<file path="src/rtl/pixel_fb_writer_if.sv">
// Pixel stream, swap control and frame buffer write port of the frame buffer writer.
interface pixel_fb_writer_if #(
   parameter int ADDR_WIDTH = 17
);
   logic [23:0]           pixel_axis_tdata;
   logic                  pixel_axis_tvalid;
   logic                  pixel_axis_tready;
   logic                  swap_req;
   logic                  restart;
   logic [ADDR_WIDTH-1:0] fb_addr;
   logic [23:0]           fb_wdata;
   logic                  fb_we;
   logic                  display_buf;
   logic                  frame_done;
   logic [7:0]            frame_count;

   // Source side: shader stream and display control.
   modport master (
      output pixel_axis_tdata, pixel_axis_tvalid, swap_req, restart,
      input  pixel_axis_tready, fb_addr, fb_wdata, fb_we, display_buf,
             frame_done, frame_count
   );

   // Writer side.
   modport slave (
      input  pixel_axis_tdata, pixel_axis_tvalid, swap_req, restart,
      output pixel_axis_tready, fb_addr, fb_wdata, fb_we, display_buf,
             frame_done, frame_count
   );
endinterface

</file>
<file path="src/rtl/pixel_fb_writer.sv">
// Raster-order pixel sink writing into one half of a double-buffered frame
// buffer; stalls after each frame until the display side requests a swap.
module pixel_fb_writer #(
   parameter int H_RES      = 320,
   parameter int V_RES      = 180,
   parameter int ADDR_WIDTH = 17
) (
   input logic               aclk,
   input logic               areset,
   pixel_fb_writer_if.slave  bus
);
   localparam int XW = (H_RES > 1) ? $clog2(H_RES) : 1;
   localparam int YW = (V_RES > 1) ? $clog2(V_RES) : 1;
   localparam logic [ADDR_WIDTH-1:0] BASE   = ADDR_WIDTH'(H_RES * V_RES);
   localparam logic [ADDR_WIDTH-1:0] HRES_A = ADDR_WIDTH'(H_RES);

   typedef enum logic {FILL = 1'b0, HOLD = 1'b1} state_t;

   state_t                state, state_nxt;
   logic [XW-1:0]         x;
   logic [YW-1:0]         y;
   logic                  write_buf;
   logic                  hs;
   logic                  x_last, y_last;
   logic [ADDR_WIDTH-1:0] pix_addr;

   assign hs       = bus.pixel_axis_tvalid & bus.pixel_axis_tready;
   assign x_last   = (x == XW'(H_RES - 1));
   assign y_last   = (y == YW'(V_RES - 1));
   assign pix_addr = (write_buf ? BASE : '0) + ADDR_WIDTH'(y) * HRES_A + ADDR_WIDTH'(x);

   // State register.
   always_ff @(posedge aclk or posedge areset) begin
      if (areset) state <= FILL;
      else        state <= state_nxt;
   end

   // Next state: restart always lands in FILL without swapping; a swap
   // request only counts once the frame is complete (HOLD).
   always_comb begin
      state_nxt = state;
      if (bus.restart)
         state_nxt = FILL;
      else if (state == FILL) begin
         if (hs && x_last && y_last) state_nxt = HOLD;
      end else if (bus.swap_req)
         state_nxt = FILL;
   end

   // Outputs from state: tready is forced low while reset is held.
   always_comb begin
      bus.pixel_axis_tready = (state == FILL) && !areset;
   end

   // Datapath: position counters, one-cycle-latency BRAM write, buffer swap.
   always_ff @(posedge aclk or posedge areset) begin
      if (areset) begin
         x               <= '0;
         y               <= '0;
         write_buf       <= 1'b0;
         bus.display_buf <= 1'b1;
         bus.fb_we       <= 1'b0;
         bus.fb_addr     <= '0;
         bus.fb_wdata    <= '0;
         bus.frame_done  <= 1'b0;
         bus.frame_count <= '0;
      end else begin
         bus.fb_we      <= 1'b0;
         bus.frame_done <= 1'b0;
         if (bus.restart) begin
            x <= '0;
            y <= '0;
         end else if (hs) begin
            bus.fb_we    <= 1'b1;
            bus.fb_addr  <= pix_addr;
            bus.fb_wdata <= bus.pixel_axis_tdata;
            if (x_last) begin
               x <= '0;
               if (y_last) begin
                  y               <= '0;
                  bus.frame_done  <= 1'b1;
                  bus.frame_count <= bus.frame_count + 8'd1;
               end else
                  y <= y + YW'(1);
            end else
               x <= x + XW'(1);
         end else if (state == HOLD && bus.swap_req) begin
            write_buf       <= ~write_buf;
            bus.display_buf <= write_buf;
         end
      end
   end
endmodule

</file>
<file path="src/flat_wrapper.sv">
// flat-port wrapper written by rule: the top's interface ports become plain ports
module pixel_fb_writer_flat 
#(
   parameter int H_RES      = 320,
   parameter int V_RES      = 180,
   parameter int ADDR_WIDTH = 17
)
  (aclk, areset, bus_pixel_axis_tdata, bus_pixel_axis_tvalid, bus_swap_req, bus_restart, bus_pixel_axis_tready, bus_fb_addr, bus_fb_wdata, bus_fb_we, bus_display_buf, bus_frame_done, bus_frame_count);
  pixel_fb_writer_if #(.ADDR_WIDTH(ADDR_WIDTH)) bus_i ();
  input logic aclk;
  input logic areset;
  input wire logic [$bits(bus_i.pixel_axis_tdata)-1:0] bus_pixel_axis_tdata;
  input wire logic [$bits(bus_i.pixel_axis_tvalid)-1:0] bus_pixel_axis_tvalid;
  input wire logic [$bits(bus_i.swap_req)-1:0] bus_swap_req;
  input wire logic [$bits(bus_i.restart)-1:0] bus_restart;
  output wire logic [$bits(bus_i.pixel_axis_tready)-1:0] bus_pixel_axis_tready;
  output wire logic [$bits(bus_i.fb_addr)-1:0] bus_fb_addr;
  output wire logic [$bits(bus_i.fb_wdata)-1:0] bus_fb_wdata;
  output wire logic [$bits(bus_i.fb_we)-1:0] bus_fb_we;
  output wire logic [$bits(bus_i.display_buf)-1:0] bus_display_buf;
  output wire logic [$bits(bus_i.frame_done)-1:0] bus_frame_done;
  output wire logic [$bits(bus_i.frame_count)-1:0] bus_frame_count;
  assign bus_i.pixel_axis_tdata = bus_pixel_axis_tdata;
  assign bus_i.pixel_axis_tvalid = bus_pixel_axis_tvalid;
  assign bus_i.swap_req = bus_swap_req;
  assign bus_i.restart = bus_restart;
  assign bus_pixel_axis_tready = bus_i.pixel_axis_tready;
  assign bus_fb_addr = bus_i.fb_addr;
  assign bus_fb_wdata = bus_i.fb_wdata;
  assign bus_fb_we = bus_i.fb_we;
  assign bus_display_buf = bus_i.display_buf;
  assign bus_frame_done = bus_i.frame_done;
  assign bus_frame_count = bus_i.frame_count;
  pixel_fb_writer #(.H_RES(H_RES), .V_RES(V_RES), .ADDR_WIDTH(ADDR_WIDTH)) u_core (.aclk(aclk), .areset(areset), .bus(bus_i));
endmodule
</file>
<file path="config.mk">
export PLATFORM = sky130hd
export DESIGN_NAME = pixel_fb_writer_flat
export DESIGN_NICKNAME = d
export VERILOG_FILES = /design/src/rtl/pixel_fb_writer_if.sv /design/src/rtl/pixel_fb_writer.sv /design/src/flat_wrapper.sv
export SDC_FILE = /design/constraint.sdc
export NUM_CORES = 1
export LEC_CHECK = 0
export ABC_AREA = 1
export BUFFER_PORTS_ARGS = -buffer_cell sky130_fd_sc_hd__buf_2
export CAP_MARGIN = 40
export CELL_PAD_IN_SITES_DETAIL_PLACEMENT = 0
export CELL_PAD_IN_SITES_GLOBAL_PLACEMENT = 1
export CORE_MARGIN = 1
export CORE_UTILIZATION = 45
export CTS_BUF_LIST = sky130_fd_sc_hd__clkbuf_8
export DETAILED_ROUTE_END_ITERATION = 10
export PLACE_DENSITY = 0.87
export SYNTH_ARGS = -nofsm -noshare
export SYNTH_HDL_FRONTEND = slang
export SYNTH_SLANG_ARGS = --single-unit
</file>
<file path="constraint.sdc">
create_clock -name aclk -period 10 [get_ports aclk]
set_clock_uncertainty 0.2 [all_clocks]
set_input_delay 0 -clock aclk [delete_from_list [all_inputs] [get_ports aclk]]
set_output_delay 0 -clock aclk [all_outputs]
set_load 0.01 [all_outputs]
</file>
==> summary.txt, run 1 <==
STA
  • Headroom to the max-slew limit: 70.4%
  • Final setup fails: 0
  • Setup TNS: 0 ns
  • Fin crit period: 3.41 ns
  • Count of final hold-check violations: 0
  • Fmax: 293 MHz
  • Period utilization: 34.1%
  • RSZ-0062 raised after global routing: no
  • Worst-margin pin slew: 0.444 ns
  • Slew Limit Fails: 0

Power
  • Post-layout power: 618 uW
  • Clk network pwr share: 32.8%
  • Int Power: 452 uW
  • PwrDens: 129 nW/um^2
  • Max VDD drop: 0.0644 mV
  • Switch share: 26.8%
  • Gate power share: 14.5%
  • Switching power: 166 uW
  • Static Leakage: 0.00263 uW
  • Sequential share of power: 52.7%

CTS
  • # hold bufs at CTS: 28
  • Post_cts resized: 0
  • Root buf cell: clkbuf_8
  • CTS max path bufs: 2
  • Worst-path clk slew: 0.07 ns
  • Clk sinks: 71
  • CTS Buf Count: 9
  • H-tree levels: 3
  • Clk_lat worst skew: 0.34 ns
  • TritonCTS clock tree: done
  • Postcts setup bufs: 0

Layout
  • Nets: 614
  • # diodes: 0
  • P&R area growth vs syn: 26.0%
  • Share of layout cells above drive strength 1: 20.7%

Yosys
  • Post-synth ARST share: 100%
  • Seq/Total Area, Yosys: 47.0%
  • Register bit total from synthesis: 71
  • Most numerous cell in the Yosys netlist: nand2_1
  • Area contributors post-synth: dfrtp_1 46%, nand2_1 16%, ha_1 8.3%, inv_1 4.5%, nand3_1 2.8%
  • Post-synth EDFFs: 0
  • Avg Synthesized Cell Area: 8.52 sq um
  • Yosys warns: 0
  • Cell taking the most area after synthesis: dfrtp_1
  • Primary FF master, synth: dfrtp_1
  • Commonest cells post-synth: 163 x nand2_1, 70 x dfrtp_1, 45 x inv_1
  • Gate count of the mapped netlist: 444
  • Top-area cell type share of the netlist area: 46.3%
  • Post-Syn Area: 3780 sq um
  • Syn Nets: 501
  • Netlist cell types: 37

Critical path
  • Reg2reg start: u_core.y[1]
  • Crit path DAT: 3.45 ns
  • Slowest cell on crit path: dfrtp_1
  • Crit-path max cell delay: 0.45 ns
  • FF-to-FF path depth: 18
  • Worst Path Class, Setup: reg -> reg
  • Most numerous cell on the critical path: nand2_1
  • Crit path cell chain: ha_1 -> ha_1 -> fa_1 -> nand3_1 -> nand2_1 -> nand2_1 -> nand2_1 -> a21oi_1 -> xor2_1 -> ha_1 -> ha_1 -> nand2_1 -> inv_1 -> nand4_1 -> nand2_1 -> nand2_1 -> nand3_1 -> nand2_1
  • CP Launch Type: flip-flop
  • Endpoint type of the worst setup path: flip-flop
  • CP Data Required Time: 10.03 ns
  • R2r setup slk: 6.59 ns
  • Crit Path Max Fanout: 5
  • R2r endpoint: u_core.bus.fb_addr[16]
  • Cell family with most CP delay: adder cells
  • Critical path buffers and inverters: 1

Drt
  • WL final: 8060 um
  • Remaining DRCs: 0
  • DRT Pass-1 Iters: 5
  • Per-cell routed wire length: 12.1 um
  • Via density: 4.84
  • ANT nets after route: 0
  • Via count: 3,222
  • DRT iter0 DRCs: 117

Min path
  • Hold depth: 5
  • Hold endpoint: u_core.y[1]
  • Hold Path Class: in -> reg
  • Hold_sp: bus_pixel_axis_tvalid

Die
  • Die H: 93.7 um
  • Num rows: 33
  • Core region area: 8180 sq um
  • Starting Density: 46.3%
  • Die area: 8780 sq um
  • Ports: 82
  • Die W: 93.7 um

Run status
  • Status: finished, final reports clean

Global routing
  • Largest net degree at the start of global routing: 53
  • Vias in the first global route: 3,020
  • Met1 Resource Use GR: 24.2%
  • Total gr overflow: 0
  • Top Usage Layer GRT: met2
  • Met3 GRT Util: 5.42%
  • Met2 Resource Use GR: 32.5%
  • All-layer global routing usage: 19.5%
  • Antenna violations before repair: 0
  • Global-route wire length before repair: 13,300 um

Place
  • DP Wirelength: 5600 um
  • RePlAce Congestion: 0.826
  • PortBufs: 81

Flow run
  • Total of max-cap violations: 0
## cell families (layout without fill, tap and decap cells)
family / after synthesis / in the layout / synth area share (%)
AND/OR/NAND/NOR: 231 / 231 / 26.9
flip-flops: 71 / 71 / 47.0
buffers and inverters: 57 / 174 / 6.05
AO/OA/AOI/OAI: 41 / 41 / 6.51
adder cells (fa/ha/maj): 28 / 28 / 9.85
XOR/XNOR: 16 / 16 / 3.70
## state kept, by name, summed over array words and instances, names as in the netlist
name / cells
u_core.bus.frame_count: 8
u_core.bus.frame_done: 1
u_core.bus.display_buf: 1
u_core.bus.fb_we: 1
u_core.bus.fb_wdata: 24
u_core.write_buf: 1
u_core.bus.fb_addr: 17
u_core.x: 9
u_core.y: 8
u_core.state: 1
## tightest hold or removal path, stage by stage
cell and delay [ns]:
buf_2 0.09, nand2_1 0.22, nor2_8 0.11, nand3_1 0.07, nand2_1 0.05
## through the flow
| step | util, % | setup slack, ns | instance area, sq um | instances | hold slack [ns] |
|---|---|---|---|---|---|
| 4_1_cts | 58.3 | 6.59 | 4770 | 666 | 0.0267 |
| 5_1_grt | 58.3 | 6.32 | 4770 | 666 | 0.0561 |
| 3_3_place_gp | 52.4 | 6.72 | 4290 | 622 | 0.00192 |
| 2_1_floorplan | - | 6.85 | 3780 | 444 | -0.145 |
| 6_report | 58.3 | 6.59 | 4770 | 666 | 0.0408 |
| 3_5_place_dp | 52.8 | 6.61 | 4320 | 623 | -0.133 |
## layout by cell type (no fill, tap or decap), types with 2 or more instances in the layout
| master | instances |
|---|---|
| buf_2 | 81 |
| fa_1 | 3 |
| buf_4 | 3 |
| a31oi_1 | 2 |
| o21ai_2 | 5 |
| o21ai_0 | 17 |
| nand3_1 | 21 |
| dfrtp_1 | 70 |
| a22o_1 | 2 |
| clkbuf_8 | 11 |
| ha_1 | 25 |
| xor2_1 | 7 |
| nand4_1 | 12 |
| a21oi_1 | 10 |
| nor2_1 | 19 |
| inv_2 | 2 |
| dlygate4sd3_1 | 28 |
| inv_1 | 45 |
| nand2_1 | 163 |
| clkinv_2 | 2 |
| nor3_1 | 5 |
| nor2_2 | 2 |
| xnor2_1 | 9 |
## per-layer routing
layer	vias to the layer above	share of wire, %
met1	1461	47
met5	-	0
met4	0	1.3
li1	1653	-
met2	99	45
met3	9	6.2
## area by class of cell
type | count | area (sq um)
clock inverter | 4 | 22.5
clock buffer | 11 | 151
sequential | 71 | 1780
fill | 744 | 3410
tap | 105 | 131
multi-input combinational | 316 | 1780
inverter | 46 | 173
timing repair buffer | 113 | 736
## power groups by stage
stage | combinational [uW] | clock [uW] | sequential, uW
after CTS | 90.0 | 211 | 326
final | 89.3 | 203 | 326
after floorplan | 32.7 | 0 | 341
after detailed placement | 81.8 | 0 | 331
after global routing | 101 | 222 | 328
after global placement | 78.9 | 0 | 330
## worst max path at each step
| stage | start | end | slack, ns | cells after the start |
|---|---|---|---|---|
| CTS | u_core.y[1] | u_core.bus.fb_addr[16] | 6.59 | 18 |
| global route | u_core.y[1] | u_core.bus.fb_addr[16] | 6.32 | 18 |
| global placement | u_core.y[1] | u_core.bus.fb_addr[16] | 6.72 | 18 |
| finish | u_core.y[1] | u_core.bus.fb_addr[16] | 6.59 | 18 |
| floorplan | u_core.y[1] | u_core.bus.fb_addr[16] | 6.85 | 18 |
| detailed placement | u_core.y[1] | u_core.bus.fb_addr[16] | 6.61 | 18 |
(Power assumes the default switching activity.)
==> inputs of run 2 (changes only) <==
CORE_UTILIZATION = 38   (was 45)
PLACE_DENSITY = 0.78   (was 0.87)
clock period = 3.1 ns   (was 10 ns; I/O delays follow)
==> summary.txt, run 2 (synthesis results as in run 1) <==
Flow run
  • Total of max-cap violations: 0

Die
  • Die H: 102 um
  • Core region area: 9730 sq um
  • Ports: 82
  • Num rows: 36
  • Die area: 10,400 sq um
  • Die W: 102 um
  • Starting Density: 38.9%

Critical path
  • R2r endpoint: u_core.bus.fb_addr[16]
  • Reg2reg start: u_core.y[3]
  • CP Launch Type: flip-flop
  • Endpoint type of the worst setup path: flip-flop
  • Crit Path Max Fanout: 3
  • CP Data Required Time: 3.14 ns
  • Crit path DAT: 3.09 ns
  • R2r setup slk: 0.05 ns
  • FF-to-FF path depth: 18
  • Worst Path Class, Setup: reg -> reg

Layout
  • Most common cell after layout, fill and taps aside: nand2_1
  • Fillers: 929
  • Largest registers: u_core.bus.fb_wdata x24, u_core.bus.fb_addr x17, u_core.x x9
  • Share of layout cells above drive strength 1: 24.8%
  • Register bank with the most flops: u_core.bus.fb_wdata
  • Max FFs per register: 24
  • Nets: 626
  • Finished Core Util: 51.7%
  • Leading cell types in the layout, fill and taps excluded: 160 x nand2_1, 81 x buf_2, 69 x dfrtp_1, 45 x inv_1, 28 x dlygate4sd3_1
  • P&R area growth vs syn: 32.8%
  • # diodes: 0

Min path
  • Hold_sp: bus_pixel_axis_tvalid
  • Hold Path Class: in -> reg
  • Hold endpoint: u_core.y[1]
  • Hold depth: 5

STA
  • Fin crit period: 3.05 ns
  • Headroom to the max-slew limit: 66.7%
  • Period utilization: 98.5%
  • Final setup fails: 0
  • RSZ-0062 raised after global routing: yes
  • Worst-margin pin slew: 0.499 ns
  • Setup TNS: 0 ns
  • Fmax: 327 MHz
  • Slew Limit Fails: 0
  • Count of final hold-check violations: 0

CTS
  • CTS max path bufs: 2
  • TritonCTS clock tree: done
  • Clk sinks: 71
  • Root buf cell: clkbuf_8
  • H-tree levels: 3
  • CTS Buf Count: 9
  • Worst-path clk slew: 0.07 ns
  • Clk_lat worst skew: 0.35 ns

Global routing
  • Largest net degree at the start of global routing: 72
  • Antenna violations before repair: 0
  • Global-route wire length before repair: 13,800 um
  • Total gr overflow: 0
  • All-layer global routing usage: 17.3%
  • Vias in the first global route: 3,040

Power
  • Clk network pwr share: 36.5%
  • Switching power: 544 uW
  • Max VDD drop: 0.248 mV
  • Int Power: 1560 uW
  • Switch share: 25.8%
  • PwrDens: 419 nW/um^2
  • Gate power share: 13.7%
  • Sequential share of power: 49.8%
  • Static Leakage: 0.00269 uW

Drt
  • Per-cell routed wire length: 12.2 um
  • Via density: 4.64
  • Via count: 3,277
  • WL final: 8590 um
  • Remaining DRCs: 0
  • ANT nets after route: 0
  • DRT Pass-1 Iters: 4
  • DRT iter0 DRCs: 89

Place
  • DP Wirelength: 5800 um
  • PortBufs: 81
  • RePlAce Congestion: 0.828

Run status
  • Status: finished, final reports clean
run 2: metrics by stage:
step                power (uW)  cells  worst slack [ns]  hold slack [ns]  cell area [sq um]
floorplan                 1210    444            0.0176           -0.145               3800
global placement          1320    661           -0.0354          -0.0792               4430
detailed placement        1330    662           -0.0828          -0.0704               4450
CTS                       2140    705           -0.0220           0.0114               4950
global route              2220    706            -0.100           0.0629               5030
finish                    2110    706            0.0464           0.0330               5030
run 2: cell type report:
cell class	count	area (sq um)	area share (%)
multi-input combinational	316	1880	37.3
sequential	71	1780	35.4
timing repair buffer	125	826	16.4
inverter	46	173	3.43
tap	133	166	3.31
clock buffer	12	165	3.29
clock inverter	3	42.5	0.846
run 2: metal layers:
layer / routed length (um) / up-vias / GRT usage [%]
met5: 0 / - / 0
met2: 3910 / 79 / 27.8
met4: 119 / 0 / 6.69
met3: 368 / 10 / 3.86
li1: - / 1677 / -
met1: 4200 / 1511 / 22.7
run 2: worst max-delay path: stages, from the launching register on:
cell	delay [ns]
dfrtp_1	0.42
ha_4	0.26
ha_4	0.16
fa_2	0.36
nand3_2	0.08
nand2_2	0.05
nand2_2	0.06
nand2_2	0.05
a21oi_2	0.14
xor2_1	0.16
ha_1	0.29
ha_4	0.29
nand2_1	0.04
inv_1	0.05
nand4_1	0.11
nand2_1	0.09
nand2_1	0.04
nand3_1	0.06
nand2_1	0.05
run 2: timing repair:
item	in CTS	in global routing
resized for setup	3	10
setup buffers	0	1
endpoints found under the hold margin	106	0
hold buffers	28	0
setup endpoints to repair	2	2
pin swaps	5	10
run 2: how the worst max path moves through the flow:
stage / from / end / slack, ns / cells past startpoint
6_report: u_core.y[3] / u_core.bus.fb_addr[16] / 0.05 / 18
5_1_grt: u_core.y[3] / u_core.bus.fb_addr[16] / -0.10 / 18
4_1_cts: u_core.y[1] / u_core.bus.fb_addr[16] / -0.02 / 18
3_5_place_dp: u_core.y[1] / u_core.bus.fb_addr[16] / -0.08 / 18
3_3_place_gp: u_core.y[1] / u_core.bus.fb_addr[16] / -0.04 / 18
2_1_floorplan: u_core.y[1] / u_core.bus.fb_addr[16] / 0.02 / 18
run 2: power groups by stage:
stage	logic, uW	registers, uW	clock network (uW)
floorplan	106	1100	0
global placement	260	1060	0
detailed placement	265	1070	0
CTS	291	1050	797
global route	326	1060	834
finish	288	1050	769
